<file path="src/rtl/alu_pipe.sv">
// Registered ALU with valid/ready handshake, a carry-flag register and an
// iterative shift-add multiplier; results are held until the consumer takes them.
module alu_pipe #(
    parameter int WIDTH = 8
) (
    input  logic             Clk,
    input  logic             Reset,
    input  logic             in_valid,
    output logic             in_ready,
    input  logic [WIDTH-1:0] InputA,
    input  logic [WIDTH-1:0] InputB,
    input  logic [3:0]       OP,
    input  logic             SC_in,
    output logic             out_valid,
    input  logic             out_ready,
    output logic [WIDTH-1:0] Out,
    output logic             Zero,
    output logic             Even,
    output logic             Carry,
    output logic             Illegal
);
    localparam int SHW = $clog2(WIDTH);
    localparam logic [3:0] OP_ADC = 4'd7;
    localparam logic [3:0] OP_MUL = 4'd11;

    typedef enum logic [1:0] {S_IDLE, S_MUL, S_DONE} state_t;

    state_t           r_state;
    logic             r_out_valid;
    logic [WIDTH-1:0] r_out;
    logic             r_zero, r_even, r_carry, r_illegal;
    logic [WIDTH-1:0] r_ma, r_mb, r_acc;
    logic [SHW-1:0]   r_cnt;

    logic             w_accept;
    logic [WIDTH:0]   w_sum, w_diff;
    logic [WIDTH-1:0] w_bit, w_res, w_acc_n, w_mul_first;
    logic             w_c, w_ill;

    assign in_ready  = (r_state == S_IDLE) || (r_state == S_DONE && out_ready);
    assign w_accept  = in_valid && in_ready;
    assign out_valid = r_out_valid;
    assign Out       = r_out;
    assign Zero      = r_zero;
    assign Even      = r_even;
    assign Carry     = r_carry;
    assign Illegal   = r_illegal;

    assign w_sum  = {1'b0, InputA} + {1'b0, InputB} + {{WIDTH{1'b0}}, (OP == OP_ADC) & r_carry};
    assign w_diff = {1'b0, InputA} - {1'b0, InputB};
    assign w_bit  = {{(WIDTH-1){1'b0}}, 1'b1} << InputB[SHW-1:0];

    // Multiplier consumes one bit of B per cycle; the first bit is folded into the accept edge
    assign w_mul_first = InputB[0] ? InputA : '0;
    assign w_acc_n     = r_acc + (r_mb[0] ? r_ma : '0);

    always_comb begin
        w_res = '0;
        w_c   = r_carry;
        w_ill = 1'b0;
        case (OP)
            4'd0, 4'd7: begin w_res = w_sum[WIDTH-1:0]; w_c = w_sum[WIDTH]; end
            4'd1:       begin w_res = {InputA[WIDTH-2:0], SC_in}; w_c = InputA[WIDTH-1]; end
            4'd2:       begin w_res = {1'b0, InputA[WIDTH-1:1]}; w_c = InputA[0]; end
            4'd3:       w_res = InputA ^ InputB;
            4'd4:       w_res = {{(WIDTH-1){1'b0}}, InputA != InputB};
            4'd5:       w_res = {{(WIDTH-1){1'b0}}, InputA == InputB};
            4'd6:       w_res = InputA & w_bit;
            4'd8:       begin w_res = w_diff[WIDTH-1:0]; w_c = ~w_diff[WIDTH]; end
            4'd9:       w_res = InputA & InputB;
            4'd10:      w_res = InputA | InputB;
            4'd11:      w_res = '0;
            default:    w_ill = 1'b1;
        endcase
    end

    always_ff @(posedge Clk) begin
        if (Reset) begin
            r_state     <= S_IDLE;
            r_out_valid <= 1'b0;
            r_out       <= '0;
            r_zero      <= 1'b0;
            r_even      <= 1'b0;
            r_carry     <= 1'b0;
            r_illegal   <= 1'b0;
            r_ma        <= '0;
            r_mb        <= '0;
            r_acc       <= '0;
            r_cnt       <= '0;
        end else begin
            case (r_state)
                S_IDLE, S_DONE: begin
                    if (w_accept) begin
                        if (OP == OP_MUL) begin
                            r_ma        <= InputA << 1;
                            r_mb        <= InputB >> 1;
                            r_acc       <= w_mul_first;
                            r_cnt       <= SHW'(WIDTH - 1);
                            r_out_valid <= 1'b0;
                            r_state     <= S_MUL;
                        end else begin
                            r_out       <= w_res;
                            r_zero      <= (w_res == '0);
                            r_even      <= ~w_res[0];
                            r_carry     <= w_c;
                            r_illegal   <= w_ill;
                            r_out_valid <= 1'b1;
                            r_state     <= S_DONE;
                        end
                    end else if (r_state == S_DONE && out_ready) begin
                        r_out_valid <= 1'b0;
                        r_state     <= S_IDLE;
                    end
                end
                S_MUL: begin
                    if (r_cnt == SHW'(1)) begin
                        r_out       <= w_acc_n;
                        r_zero      <= (w_acc_n == '0);
                        r_even      <= ~w_acc_n[0];
                        r_illegal   <= 1'b0;
                        r_out_valid <= 1'b1;
                        r_state     <= S_DONE;
                    end else begin
                        r_acc <= w_acc_n;
                        r_ma  <= r_ma << 1;
                        r_mb  <= r_mb >> 1;
                        r_cnt <= r_cnt - SHW'(1);
                    end
                end
                default: r_state <= S_IDLE;
            endcase
        end
    end
endmodule

</file>
<file path="config.mk">
export PLATFORM = sky130hd
export DESIGN_NAME = alu_pipe
export DESIGN_NICKNAME = d
export VERILOG_FILES = /design/src/rtl/alu_pipe.sv
export SDC_FILE = /design/constraint.sdc
export NUM_CORES = 1
export LEC_CHECK = 0
export ABC_AREA = 0
export CAP_MARGIN = 20
export CORE_MARGIN = 2
export CORE_UTILIZATION = 30
export DETAILED_ROUTE_END_ITERATION = 7
export GPL_TIMING_DRIVEN = 0
export PLACE_DENSITY = 0.57
export SYNTH_ARGS = -nofsm -noshare
export SYNTH_HDL_FRONTEND = slang
export SYNTH_SLANG_ARGS = --single-unit
</file>
<file path="constraint.sdc">
create_clock -name Clk -period 5 [get_ports Clk]
set_input_delay 1 -clock Clk [delete_from_list [all_inputs] [get_ports Clk]]
set_output_delay 1 -clock Clk [all_outputs]
set_load 0.01 [all_outputs]
</file>
# Yosys cells after proc, flatten, opt, wreduce, memory -nomap -nowiden
# Index checks and enable logic that the tools add are counted.
# classes
addsub	5
n_eq_ne	22
shift	1
muxes	47
bitwise_logic	9
reduce_logical	17
# ops
op	count
8-bit two-way mux	14
8-bit case mux with 10 select lines	1
8-bit case mux with 2 select lines	4
8-bit bitwise AND	2
4-bit by 3-bit == test with 1-bit output (second input constant)	4
4-bit == test (second input constant)	4
8-bit logical NOT	2
1-bit two-way mux	14
4-bit AND reduction	3
11-bit OR reduction	1
2-bit != test (second input constant)	5
8-bit by 8-bit adder with 9-bit output	1
9-bit by 1-bit adder with 9-bit output	1
3-bit two-way mux	3
8-bit by 8-bit subtractor with 9-bit output	1
8-bit adder	1
4-bit by 2-bit == test with 1-bit output (second input constant)	2
8-bit == test	1
2-bit two-way mux	4
8-bit != test	1
8-bit OR	1
1-bit case mux with 2 select lines	4
1-bit by 3-bit << shifter with 8-bit output (first input constant)	1
8-bit XOR	1
other kinds (20)	25
# word_totals
ff_bits	42
in_bits	25
out_inout_bits	14
word_cells	112

# Longest topological paths before layout
# logic_depth
ltp_word	8
depth_mapped	12
mapped_depth_nobuf	11

# Least setup slack after synthesis
# Ideal clock, no wire load.
# synth_timing
kind	input port to flip-flop
startpoint	in OP[1]
endpoint	reg r_zero (netlist: Zero)
setup_ps	88
arrival_ps	3499
required_ps	4912
setup_slack_ps	1413
path_stages	12
n_path_buf	1
cell_sequence	buf_2 -> and4b_4 -> nand2_1 -> fa_1 -> inv_1 -> fa_1 -> a31o_2 -> a221o_1 -> a221oi_2 -> nand3_1 -> or4_1 -> o32ai_2
# synth_between
elab_chain_cells	8
elab_cells_between_ends	22
cone_classes	add/sub: 1; eq/ne: 12; mux: 4; bitwise: 1; reduce/logical: 4
# synth_rtl
element	line	text
start: declaration	12	input logic [3:0] OP,
4-bit by 3-bit == test with 1-bit output	49, 61	
1-bit bitwise AND	49	assign w_sum = {1'b0, InputA} + {1'b0, InputB} + {{WIDTH{1'b0}}, (OP == OP_ADC) & r_carry};
9-bit by 1-bit adder with 9-bit output	49	
8-bit case mux with 10 select lines	61	case (OP)
8-bit logical NOT	103	r_zero <= (w_res == '0);
1-bit two-way mux	94	if (OP == OP_MUL) begin
1-bit two-way mux	93	if (w_accept) begin
1-bit case mux with 2 select lines	91	case (r_state)
end signal: assignment	103	
end signal: assignment	118	r_zero <= (w_acc_n == '0);
end: declaration	31	logic r_zero, r_even, r_carry, r_illegal;
# Parallel ways exist; a longest one is shown, timed or not. The select of a mux whose other input is x is not followed.
# A chain may end at the register's enable or synchronous reset.

# Worst setup path after layout
# layout_timing
startpoint	in InputA[0]
endpoint	reg r_zero (netlist: Zero)
# layout_between
elab_chain_cells	7
elab_cells_between_ends	14
cone_classes	add/sub: 3; eq/ne: 2; mux: 4; bitwise: 4; reduce/logical: 1
# layout_rtl
element	line	text
start: declaration	10	input logic [WIDTH-1:0] InputA,
8-bit by 8-bit adder with 9-bit output	49	
9-bit by 1-bit adder with 9-bit output	49	
8-bit case mux with 10 select lines (*)	61	
8-bit logical NOT (*)	103	
1-bit two-way mux (*)	94	
1-bit two-way mux (*)	93	
1-bit case mux with 2 select lines (*)	91	
# Every way passes the cells marked *; elsewhere a longest branch is shown, timed or not. The select of a mux whose other input is x is not followed.

==> impl_metrics.env <==
export IMPL_synth_cell_area_um2=3607
export IMPL_cts_root_buffer_cell="clkbuf_16"
export IMPL_core_area_um2=11860
export IMPL_postRouteWirelength_um=12330
export IMPL_initial_utilization_pct=30.41
export IMPL_synth_edff_count=0
export IMPL_path_cells="clkdlybuf4s50_1 > inv_1 > ha_1 > fa_1 > o21bai_1 > a21oi_1 > a221o_1 > a221oi_2 > nand3_1 > or4_1 > o32ai_2"
export IMPL_finalSetupViolations=0
export IMPL_worst_endpoint_arrival_ns=4.46
export IMPL_yosysSeqAreaShare_pct=22.20
export IMPL_num_vias=3816
export IMPL_hold_path_class="reg2reg"
export IMPL_share_of_layout_cells_above_drive_strength_1_pct=5.682
export IMPL_cts_htree_levels=2
export IMPL_timing_final_max_slew_violations=0
export IMPL_crit_path_start_kind="primary input"
export IMPL_route_antenna_remaining_nets=0
export IMPL_all_layer_global_routing_usage_pct=19.40
export IMPL_synth_flop_cell="dfxtp_1"
export IMPL_finish_utilization_pct=36.62
export IMPL_asyncSetResetFlopFracSynth_pct=0
export IMPL_leakagePower_nw=1.724
export IMPL_final_nets=588
export IMPL_grt_max_degree=13
export IMPL_synth_avg_cell_area_um2=7.468
export IMPL_detailedPlace_worstSlack_ns=0.5379
export IMPL_crit_path_end_kind="flop"
export IMPL_post_drt_via_cell_ratio=5.653
export IMPL_placement_io_buffers=37
export IMPL_totalNegativeSetupSlack_ns=0
export IMPL_worst_slew_pin_transition_ns=1.072
export IMPL_die_y_um=113.7
export IMPL_cp_required_ns=5.20
export IMPL_total_power_mw=1.004
export IMPL_die_w_um=113.7
export IMPL_placedInstanceArea_um2=4161
export IMPL_floorplan_rows=40
export IMPL_max_freq_mhz=234.4
export IMPL_postSynthRegisterBits=40
export IMPL_fillers=1257
export IMPL_number_of_clock_sinks_seen_by_cts=40
export IMPL_synthesis_instances=483
export IMPL_syn2layout_area_growth_pct=20.43
export IMPL_detailedPlacementHpwl_um=9685
export IMPL_timing_critical_path_fanout_max=6
export IMPL_timing_critical_path_max_delay_family="compound AO/OA/AOI/OAI gates"
export IMPL_die_area_um2=12920
export IMPL_drtIter0Drc=221
export IMPL_antenna_cells_inserted=0
export IMPL_cts_buffers=5
export IMPL_max_cap_violations=0
export IMPL_worstSetupPathType="in2reg"
export IMPL_drc=0
export IMPL_antenna_found_initial=0
export IMPL_worst_path_buf_inv=2
export IMPL_wire_per_inst_um=18.27
export IMPL_time_the_final_worst_path_needs_with_i_o_delays_and_setup_ns=4.267
export IMPL_globalplace_congestion=0.9481
export IMPL_synth_warning_count=0
export IMPL_grt_overflow_total=0
export IMPL_cts_resized_gates=0
export IMPL_cts_buffer_depth=2
export IMPL_post_cts_repair_setup_buffers=0
export IMPL_timing_hold_violations_final=0
export IMPL_fin_skew_ns=0.006902
export IMPL_powerDensity_nw_per_um2=231.1
export IMPL_slew_headroom_pct=27.56
export IMPL_minimum_setup_slack_in_the_final_design_ns=0.7333
export IMPL_floorplan_io_pins=39
export IMPL_dr_pass1_iters=5
export IMPL_cts_clk_slew_worst_paths_ns=0.06
export IMPL_critPathSlowestCell="clkdlybuf4s50_1"
export IMPL_grt_pass1_wl_um=19890
export IMPL_clock_tree_from_tritoncts="built"
export IMPL_result_of_the_run="finished clean"
export IMPL_grt_setup_unrepaired="false"
export IMPL_ctsHoldBuffers=0
export IMPL_period_share_pct=85.33
export IMPL_ir_drop_uv=114.6
export IMPL_insertion_delay_ns=0.29
export IMPL_synth_net_count=544
export IMPL_vias_in_the_first_global_route=3790
export IMPL_critical_path_max_stage_delay_ns=0.68
export IMPL_finalInstanceArea_um2=4344
export IMPL_yosys_cell_types_count=66
## through the flow
step                      instances  hold WS, ns
after floorplan                 483       0.4367
after global placement          667       0.4454
after detailed placement        667       0.4478
after CTS                       675       0.4563
after global routing            675       0.4851
final                           675       0.4561
## layout by cell type, fill, tap and decap left out, types with 4 or more instances in the layout
cell type / count
nor2_1: 51
a31oi_1: 4
nand2b_1: 4
clkdlybuf4s50_1: 37
ha_1: 32
nor4_1: 4
o21ai_0: 22
a21o_1: 5
nand3_1: 13
dfxtp_1: 40
clkbuf_1: 22
a311oi_1: 12
inv_1: 32
o211ai_1: 4
a22oi_1: 6
xnor2_1: 7
o22ai_1: 8
o21bai_1: 4
clkbuf_16: 5
and2_1: 9
a21oi_1: 36
a221oi_1: 4
buf_2: 7
or3_1: 4
nor3_1: 4
nand2_1: 58
fa_1: 4
a211oi_1: 10
nor2b_1: 9
## registers in the layout, indices dropped and copies added (netlist names)
name,flops
Carry,1
Even,1
Illegal,1
Out,8
Zero,1
out_valid,1
r_acc,8
r_cnt,3
r_ma,7
r_mb,7
r_state,2
## area by class of cell
type | count | area [um^2] | share of cell area [%]
timing repair buffer | 37 | 370.4 | 8.525
sequential | 40 | 800.8 | 18.43
tap | 147 | 183.9 | 4.234
multi-input combinational | 380 | 2554 | 58.78
clock buffer | 7 | 152.6 | 3.514
clock inverter | 1 | 30.03 | 0.6912
buffer | 31 | 132.6 | 3.053
inverter | 32 | 120.1 | 2.765
## kinds of logic (layout without fill, tap and decap cells)
logic type	count (synthesis)	count (layout)	synth area share [%]
DFF	40	40	22.20
xor gates and xnor gates	10	10	2.428
adders and majority gates	36	36	13.32
and+or+nand+nor	175	175	23.41
AOI/OAI and AO/OA	155	155	30.45
buffers and inverters	63	108	7.007
muxes	4	4	1.179
## metal layers
layer	vias up	share of wire (%)	track usage, %
li1	1839	-	-
met1	1805	46	26.33
met2	140	46	32.06
met3	32	5.1	2.285
met4	0	2.7	6.585
met5	-	0	0
## cells in the mapped netlist (all sizes together), types with 4 or more instances
| cell | number | area, um^2 |
|---|---|---|
| o211ai | 4 | 30.03 |
| fa | 4 | 80.08 |
| a31oi | 4 | 25.02 |
| and2 | 9 | 56.30 |
| a221oi | 5 | 50.04 |
| a211oi | 11 | 87.58 |
| a311oi | 12 | 105.1 |
| a22oi | 6 | 45.04 |
| ha | 32 | 400.4 |
| dfxtp | 40 | 800.8 |
| inv | 32 | 120.1 |
| nand3 | 13 | 65.06 |
| clkbuf | 22 | 82.58 |
| o21ai | 24 | 123.9 |
| nor2b | 9 | 56.30 |
| a21o | 5 | 37.54 |
| buf | 9 | 50.04 |
| or3 | 4 | 25.02 |
| o21bai | 4 | 30.03 |
| xnor2 | 7 | 61.31 |
| nor3 | 4 | 20.02 |
| nand2b | 4 | 25.02 |
| nand2 | 58 | 217.7 |
| nor2 | 51 | 191.4 |
| nor4 | 5 | 37.53 |
| o22ai | 8 | 50.05 |
| a21oi | 36 | 180.2 |
## worst reg2reg max path: stages, from the launching register on
cell      delay (ns)
dfxtp_1         0.34
nand2_1         0.08
fa_1            0.24
inv_1           0.07
fa_1            0.43
a31o_2          0.25
a221o_1         0.32
a221oi_2        0.36
nand3_1         0.10
or4_1           0.43
o32ai_2         0.25
## power by group
part / leakage (nW) / total [mW] / switching [mW] / internal, mW
Combinational: 1.31 / 0.271 / 0.159 / 0.111
Sequential: 0.325 / 0.343 / 0.0100 / 0.333
Clock: 0.0901 / 0.390 / 0.127 / 0.263
## worst paths after layout
| path | start | to | slack [ns] | cells past startpoint |
|---|---|---|---|---|
| max reg2reg | Carry | Zero | 2.03 | 10 |
| min | Out[2] | Out[2] | 0.46 | 2 |
| max | InputA[0] | Zero | 0.73 | 11 |
| min reg2reg | Out[2] | Out[2] | 0.46 | 2 |
No activity file was read; power rests on OpenSTA's default activity.
